[src/rtl/arb_pkg.sv]
// Shared types and defaults for the single-port memory arbiter.
package arb_pkg;
   localparam int DEF_ADDR_W  = 32;
   localparam int DEF_DATA_W  = 32;
   localparam int DEF_TIMEOUT = 64;

   typedef enum logic [1:0] {IDLE, IACC, DACC, RESP} arb_state_t;
   typedef logic [DEF_ADDR_W-1:0] addr_t;
   typedef logic [DEF_DATA_W-1:0] word_t;
endpackage

[src/rtl/arb_watchdog.sv]
// Access watchdog: counts cycles while enabled and flags the last allowed cycle.
module arb_watchdog #(
   parameter int TIMEOUT = arb_pkg::DEF_TIMEOUT
) (
   input  logic clk,
   input  logic n_rst,
   input  logic clear,
   input  logic enable,
   output logic expired
);
   localparam int CNT_W = $clog2(TIMEOUT + 1);
   localparam logic [CNT_W-1:0] LAST = CNT_W'(TIMEOUT - 1);

   logic [CNT_W-1:0] cnt_q, cnt_d;

   always_comb begin
      cnt_d = cnt_q;
      if (clear)
         cnt_d = '0;
      else if (enable && cnt_q != LAST)
         cnt_d = cnt_q + 1'b1;
   end

   always_ff @(posedge clk) begin
      if (!n_rst)
         cnt_q <= '0;
      else
         cnt_q <= cnt_d;
   end

   // Asserted during the TIMEOUT-th cycle of an access; the FSM aborts on this edge.
   assign expired = enable && !clear && (cnt_q == LAST);
endmodule

[src/rtl/memory_arbiter.sv]
// Serialises instruction fetches and data accesses onto one RAM port, data first.
// Optional ARB_STATS_EN adds icount/dcount/stall_cnt statistics outputs.
module memory_arbiter
   import arb_pkg::*;
#(
   parameter int ADDR_W  = DEF_ADDR_W,
   parameter int DATA_W  = DEF_DATA_W,
   parameter int TIMEOUT = DEF_TIMEOUT
) (
   input  logic              clk,
   input  logic              n_rst,
   input  logic              iren,
   input  logic              dren,
   input  logic              wren,
   input  logic [ADDR_W-1:0] iaddr,
   input  logic [ADDR_W-1:0] daddr,
   input  logic [DATA_W-1:0] dstore,
   output logic              ihit,
   output logic              dhit,
   output logic [DATA_W-1:0] iload,
   output logic [DATA_W-1:0] dload,
   output logic              err,
   output logic              ram_ren,
   output logic              ram_wen,
   output logic [ADDR_W-1:0] ram_addr,
   output logic [DATA_W-1:0] ram_wdata,
   input  logic [DATA_W-1:0] ram_rdata,
   input  logic              ram_ready
`ifdef ARB_STATS_EN
   ,
   output logic [31:0]       icount,
   output logic [31:0]       dcount,
   output logic [31:0]       stall_cnt
`endif
);
   arb_state_t        state_q, state_d;
   logic              op_wr_q, op_wr_d;
   logic              op_data_q, op_data_d;
   logic              err_q, err_d;
   logic [ADDR_W-1:0] addr_q, addr_d;
   logic [DATA_W-1:0] wdata_q, wdata_d;
   logic [DATA_W-1:0] iload_q, iload_d;
   logic [DATA_W-1:0] dload_q, dload_d;
   logic              busy, expired;

   assign busy = (state_q == IACC) || (state_q == DACC);

   arb_watchdog #(.TIMEOUT(TIMEOUT)) u_wdog (
      .clk     (clk),
      .n_rst   (n_rst),
      .clear   (!busy),
      .enable  (busy),
      .expired (expired)
   );

   always_ff @(posedge clk) begin
      if (!n_rst) begin
         state_q   <= IDLE;
         op_wr_q   <= 1'b0;
         op_data_q <= 1'b0;
         err_q     <= 1'b0;
         addr_q    <= '0;
         wdata_q   <= '0;
         iload_q   <= '0;
         dload_q   <= '0;
      end else begin
         state_q   <= state_d;
         op_wr_q   <= op_wr_d;
         op_data_q <= op_data_d;
         err_q     <= err_d;
         addr_q    <= addr_d;
         wdata_q   <= wdata_d;
         iload_q   <= iload_d;
         dload_q   <= dload_d;
      end
   end

   // ram_ready takes priority over the watchdog on the final allowed cycle.
   always_comb begin
      state_d = state_q;
      err_d   = 1'b0;
      case (state_q)
         IDLE: begin
            if (wren || dren)
               state_d = DACC;
            else if (iren)
               state_d = IACC;
         end
         IACC, DACC: begin
            if (ram_ready)
               state_d = RESP;
            else if (expired) begin
               state_d = IDLE;
               err_d   = 1'b1;
            end
         end
         default: state_d = IDLE;
      endcase
   end

   always_comb begin
      op_wr_d   = op_wr_q;
      op_data_d = op_data_q;
      addr_d    = addr_q;
      wdata_d   = wdata_q;
      iload_d   = iload_q;
      dload_d   = dload_q;
      if (state_q == IDLE) begin
         if (wren || dren) begin
            op_wr_d   = wren;
            op_data_d = 1'b1;
            addr_d    = daddr;
            wdata_d   = dstore;
         end else if (iren) begin
            op_wr_d   = 1'b0;
            op_data_d = 1'b0;
            addr_d    = iaddr;
         end
      end
      if (ram_ready && state_q == IACC)
         iload_d = ram_rdata;
      if (ram_ready && state_q == DACC && !op_wr_q)
         dload_d = ram_rdata;
   end

   always_comb begin
      ram_ren = 1'b0;
      ram_wen = 1'b0;
      ihit    = 1'b0;
      dhit    = 1'b0;
      case (state_q)
         IACC: ram_ren = 1'b1;
         DACC: begin
            ram_ren = !op_wr_q;
            ram_wen = op_wr_q;
         end
         RESP: begin
            dhit = op_data_q;
            ihit = !op_data_q;
         end
         default: ;
      endcase
   end

   assign err       = err_q;
   assign ram_addr  = addr_q;
   assign ram_wdata = wdata_q;
   assign iload     = iload_q;
   assign dload     = dload_q;

`ifdef ARB_STATS_EN
   logic [31:0] icount_q, icount_d;
   logic [31:0] dcount_q, dcount_d;
   logic [31:0] stall_q, stall_d;

   always_comb begin
      icount_d = icount_q + {31'd0, ihit};
      dcount_d = dcount_q + {31'd0, dhit};
      stall_d  = stall_q + {31'd0, busy};
   end

   always_ff @(posedge clk) begin
      if (!n_rst) begin
         icount_q <= '0;
         dcount_q <= '0;
         stall_q  <= '0;
      end else begin
         icount_q <= icount_d;
         dcount_q <= dcount_d;
         stall_q  <= stall_d;
      end
   end

   assign icount    = icount_q;
   assign dcount    = dcount_q;
   assign stall_cnt = stall_q;
`endif
endmodule

[config.mk]
export PLATFORM = sky130hd
export DESIGN_NAME = memory_arbiter
export DESIGN_NICKNAME = d
export VERILOG_FILES = /design/src/rtl/arb_pkg.sv /design/src/rtl/arb_watchdog.sv /design/src/rtl/memory_arbiter.sv
export SDC_FILE = /design/constraint.sdc
export NUM_CORES = 1
export LEC_CHECK = 0
export CAP_MARGIN = 20
export CORE_ASPECT_RATIO = 0.9
export CORE_MARGIN = 3
export CORE_UTILIZATION = 37
export DETAILED_ROUTE_END_ITERATION = 7
export PLACE_DENSITY = 0.77
export SKIP_CTS_REPAIR_TIMING = 1
export SYNTH_ARGS = -nofsm -noshare
export SYNTH_HDL_FRONTEND = slang
export SYNTH_SLANG_ARGS = --single-unit
[constraint.sdc]
create_clock -name clk -period 1.5 [get_ports clk]
set_input_delay 0.45 -clock clk [delete_from_list [all_inputs] [get_ports clk]]
set_output_delay 0.45 -clock clk [all_outputs]
set_load 0.05 [all_outputs]
==> results_dict.tcl <==
set metrics [dict create \
    synth.largest_area_cell "dfxtp_1" \
    pwr_cell_area_nw_per_um2 1770 \
    finalHoldViolCount 0 \
    timing.hold.worst.class "in -> reg" \
    cts_tree "yes" \
    timing.critical_path.cells "buf_4, ha_4, o21a_4, buf_12" \
    synth-async-reset-ratio_pct 0 \
    ff2ff_setup_slack_ns 0.01 \
    irDropWorstVdd_mv 1.44 \
    detail-route-antenna-nets 0 \
    mappedNetlistNets 811 \
    post_route_fraction_of_the_period_consumed_by_the_critical_path_pct 125 \
    rsz0062_at_grt "yes" \
    number_of_global_route_vias_before_repair 5446 \
    netlist_instances 671 \
    ys_warn_count 0 \
    synth_common_cells "233 x nand2_1, 140 x dfxtp_1, 84 x a21oi_1" \
    num_vias 5721 \
    post_route_cells_drive_above_1_share_pct 23.8 \
    r2r_depth 6 \
    overflow 0 \
    postLayoutSetupSlackWorst_ns -0.382 \
    drt-initial-drc-count 266 \
    holdPathEnd "ram_addr[8]" \
    rr_endpoint "ram_addr[21]" \
    start_util_pct 38.5 \
    clock_latency_ns 0.42 \
    power.leakage_nw 4.38 \
    synthesis.area_um2 5520 \
    timing.hold.ws_ns 0.352 \
    dp_hpwl_um 13500 \
    placed_cells 1110 \
    final_nets 1079 \
    cts-buffers-inserted 17 \
    worstSetupEndpointType "primary output" \
    clkTransAtPathRegs_ns 0.06 \
    number_of_antenna_cells_inserted 0 \
    core_um2 14300 \
    vias_per_cell 5.00 \
    violations "setup timing" \
    timing.critical_path.arrival_ns 1.43 \
    syn_area_per_cell_um2 8.22 \
    globalplace.congestion 0.782 \
    top_level_ports 267 \
    fin_area_um2 10600 \
    timing.critical_path.slowest_stage_cell "dfxtp_2" \
    maxSlewViolCount 0 \
    timing.slew.headroom_pct 78.0 \
    timing.max_cap.violations 0 \
    synth.top_cell.area_share_pct 50.8 \
    regToRegStartpoint "state_q[1]" \
    finalCriticalPeriod_ns 1.88 \
    maxClockFrequency_ghz 0.531 \
    cts-root-buf "clkbuf_16" \
    syn2layout_area_growth_pct 92.7 \
    routedWlPerCell_um 16.7 \
    cts_htree_levels 4 \
    synth-main-ff-cell "dfxtp_1" \
    hold-path-cell-count 2 \
    synth_most_common_cell "nand2_1" \
    dr.pass1.iters 5 \
    setup.worst_path.start_class "flip-flop" \
    clock_sink_count 140 \
    worst_slew_pin_slew_ns 0.330 \
    fp-row-count 41 \
    antenna_found_initial 0 \
    synth.yosys.seq_area_share_pct 50.8 \
    dieWidth_um 135 \
    finalNonFillerCells 1145 \
    numPortBuffers 266 \
    grt.total_usage_pct 21.8 \
    drt-total-wl_um 19100 \
    hold_startpoint "n_rst" \
    critical_path_peak_fanout 4 \
    synth.area.top_cells "dfxtp_1 51%, nand2_1 16%, a21oi_1 7.6%" \
    synth.lib_cells_used.distinct 36 \
    global_route_wire_length_before_repair_um 28100 \
    synth.ff_latch_count 140 \
    report.final.setup_viol 4 \
    die_h_um 122 \
    max_stage_delay_ns 0.33 \
    fin_skew_ns 0.0115 \
    placed_instance_area_um2 9860 \
    number_of_enable_flip_flop_cells_after_synthesis 0 \
    grt_start_max_net_pins 42 \
    die_area_um2 16400 \
    outcome "finished with violations" \
    timing.setup.critical_path_class "reg -> out" \
    clk_buf_depth 2 \
    critPathRequiredTime_ns 1.05 \
    drc 0 \
]
-- cells by family (layout without fill, tap and decap cells) --
logic type / count (synthesis) / in the layout / share of synthesized area (%)
AOI/OAI and AO/OA: 173 / 173 / 19.7
xor gates and xnor gates: 2 / 2 / 0.318
muxes: 4 / 4 / 0.726
and+or+nand+nor: 288 / 288 / 21.8
adders and majority gates: 6 / 6 / 1.36
DFF: 140 / 140 / 50.8
buffers and inverters: 58 / 339 / 5.19
-- metrics by stage --
stage | TNS [ns] | utilization (%) | setup WS (ns) | total power, W
2_1_floorplan | 0 | - | 0.0233 | 0.00969
3_3_place_gp | -34.20 | 68.9 | -0.412 | 0.0141
3_5_place_dp | -38.95 | 68.9 | -0.471 | 0.0142
4_1_cts | -4.42 | 73.1 | -0.510 | 0.0185
5_1_grt | -1.74 | 74.3 | -0.433 | 0.0196
6_report | -1.26 | 74.3 | -0.382 | 0.0188
-- worst max path at each step --
stage,to,depth (start not counted),slack (ns),from
after detailed placement,op_wr_q,6,-0.47,dren
after floorplan,ram_ren,4,0.02,state_q[0]
after global placement,op_wr_q,6,-0.41,dren
final,ram_ren,4,-0.38,state_q[0]
after CTS,ram_ren,4,-0.51,state_q[1]
after global routing,ram_ren,5,-0.43,state_q[0]
-- layer usage --
| metal | global-route usage, % | vias to the layer above | share of wire [%] |
|---|---|---|---|
| li1 | - | 2780 | - |
| met2 | 37.6 | 247 | 50 |
| met1 | 24.2 | 2672 | 38 |
| met4 | 6.04 | 0 | 1.6 |
| met5 | 0 | - | 0 |
| met3 | 10.4 | 22 | 11 |
-- power breakdown --
| part | total, W | switching [W] | internal [W] |
|---|---|---|---|
| Sequential | 0.00534 | 0.000832 | 0.00451 |
| Clock | 0.00427 | 0.00166 | 0.00260 |
| Combinational | 0.00919 | 0.00481 | 0.00438 |
-- layout make-up --
| type | instances | area, um^2 |
|---|---|---|
| sequential | 140 | 2810 |
| inverter | 4 | 17.5 |
| fill | 908 | 3680 |
| tap | 193 | 241 |
| multi-input combinational | 473 | 2520 |
| clock buffer | 21 | 470 |
| timing repair buffer | 303 | 4430 |
| clock inverter | 11 | 133 |
-- critical path: cells and delay by family, from the launching register on --
family	cells	cell delay (ns)
AO/OA/AOI/OAI	1	0.22
flip-flops	1	0.33
adder cells (fa/ha/maj)	1	0.16
buffers and inverters	2	0.30
-- sequential cells by signal (all words and copies together) (netlist names) --
name,flops
op_data_q,1
state_q,2
err,1
u_wdog.cnt_q,7
ram_addr,32
dload,32
iload,32
op_wr_q,1
ram_wdata,32
-- placed cells by master, fill, tap and decap left out, types with 9 or more instances in the layout --
cell / Yosys / routed
a21boi_1: 9 / 9
a21oi_1: 84 / 84
dfxtp_1: 140 / 136
nand2_1: 233 / 233
clkdlybuf4s50_1: 0 / 130
nand3_1: 33 / 33
buf_4: 2 / 22
o211a_1: 32 / 32
buf_12: 0 / 142
clkbuf_16: 0 / 19
o21ai_0: 35 / 35
Power figures use the tool's default switching activity.
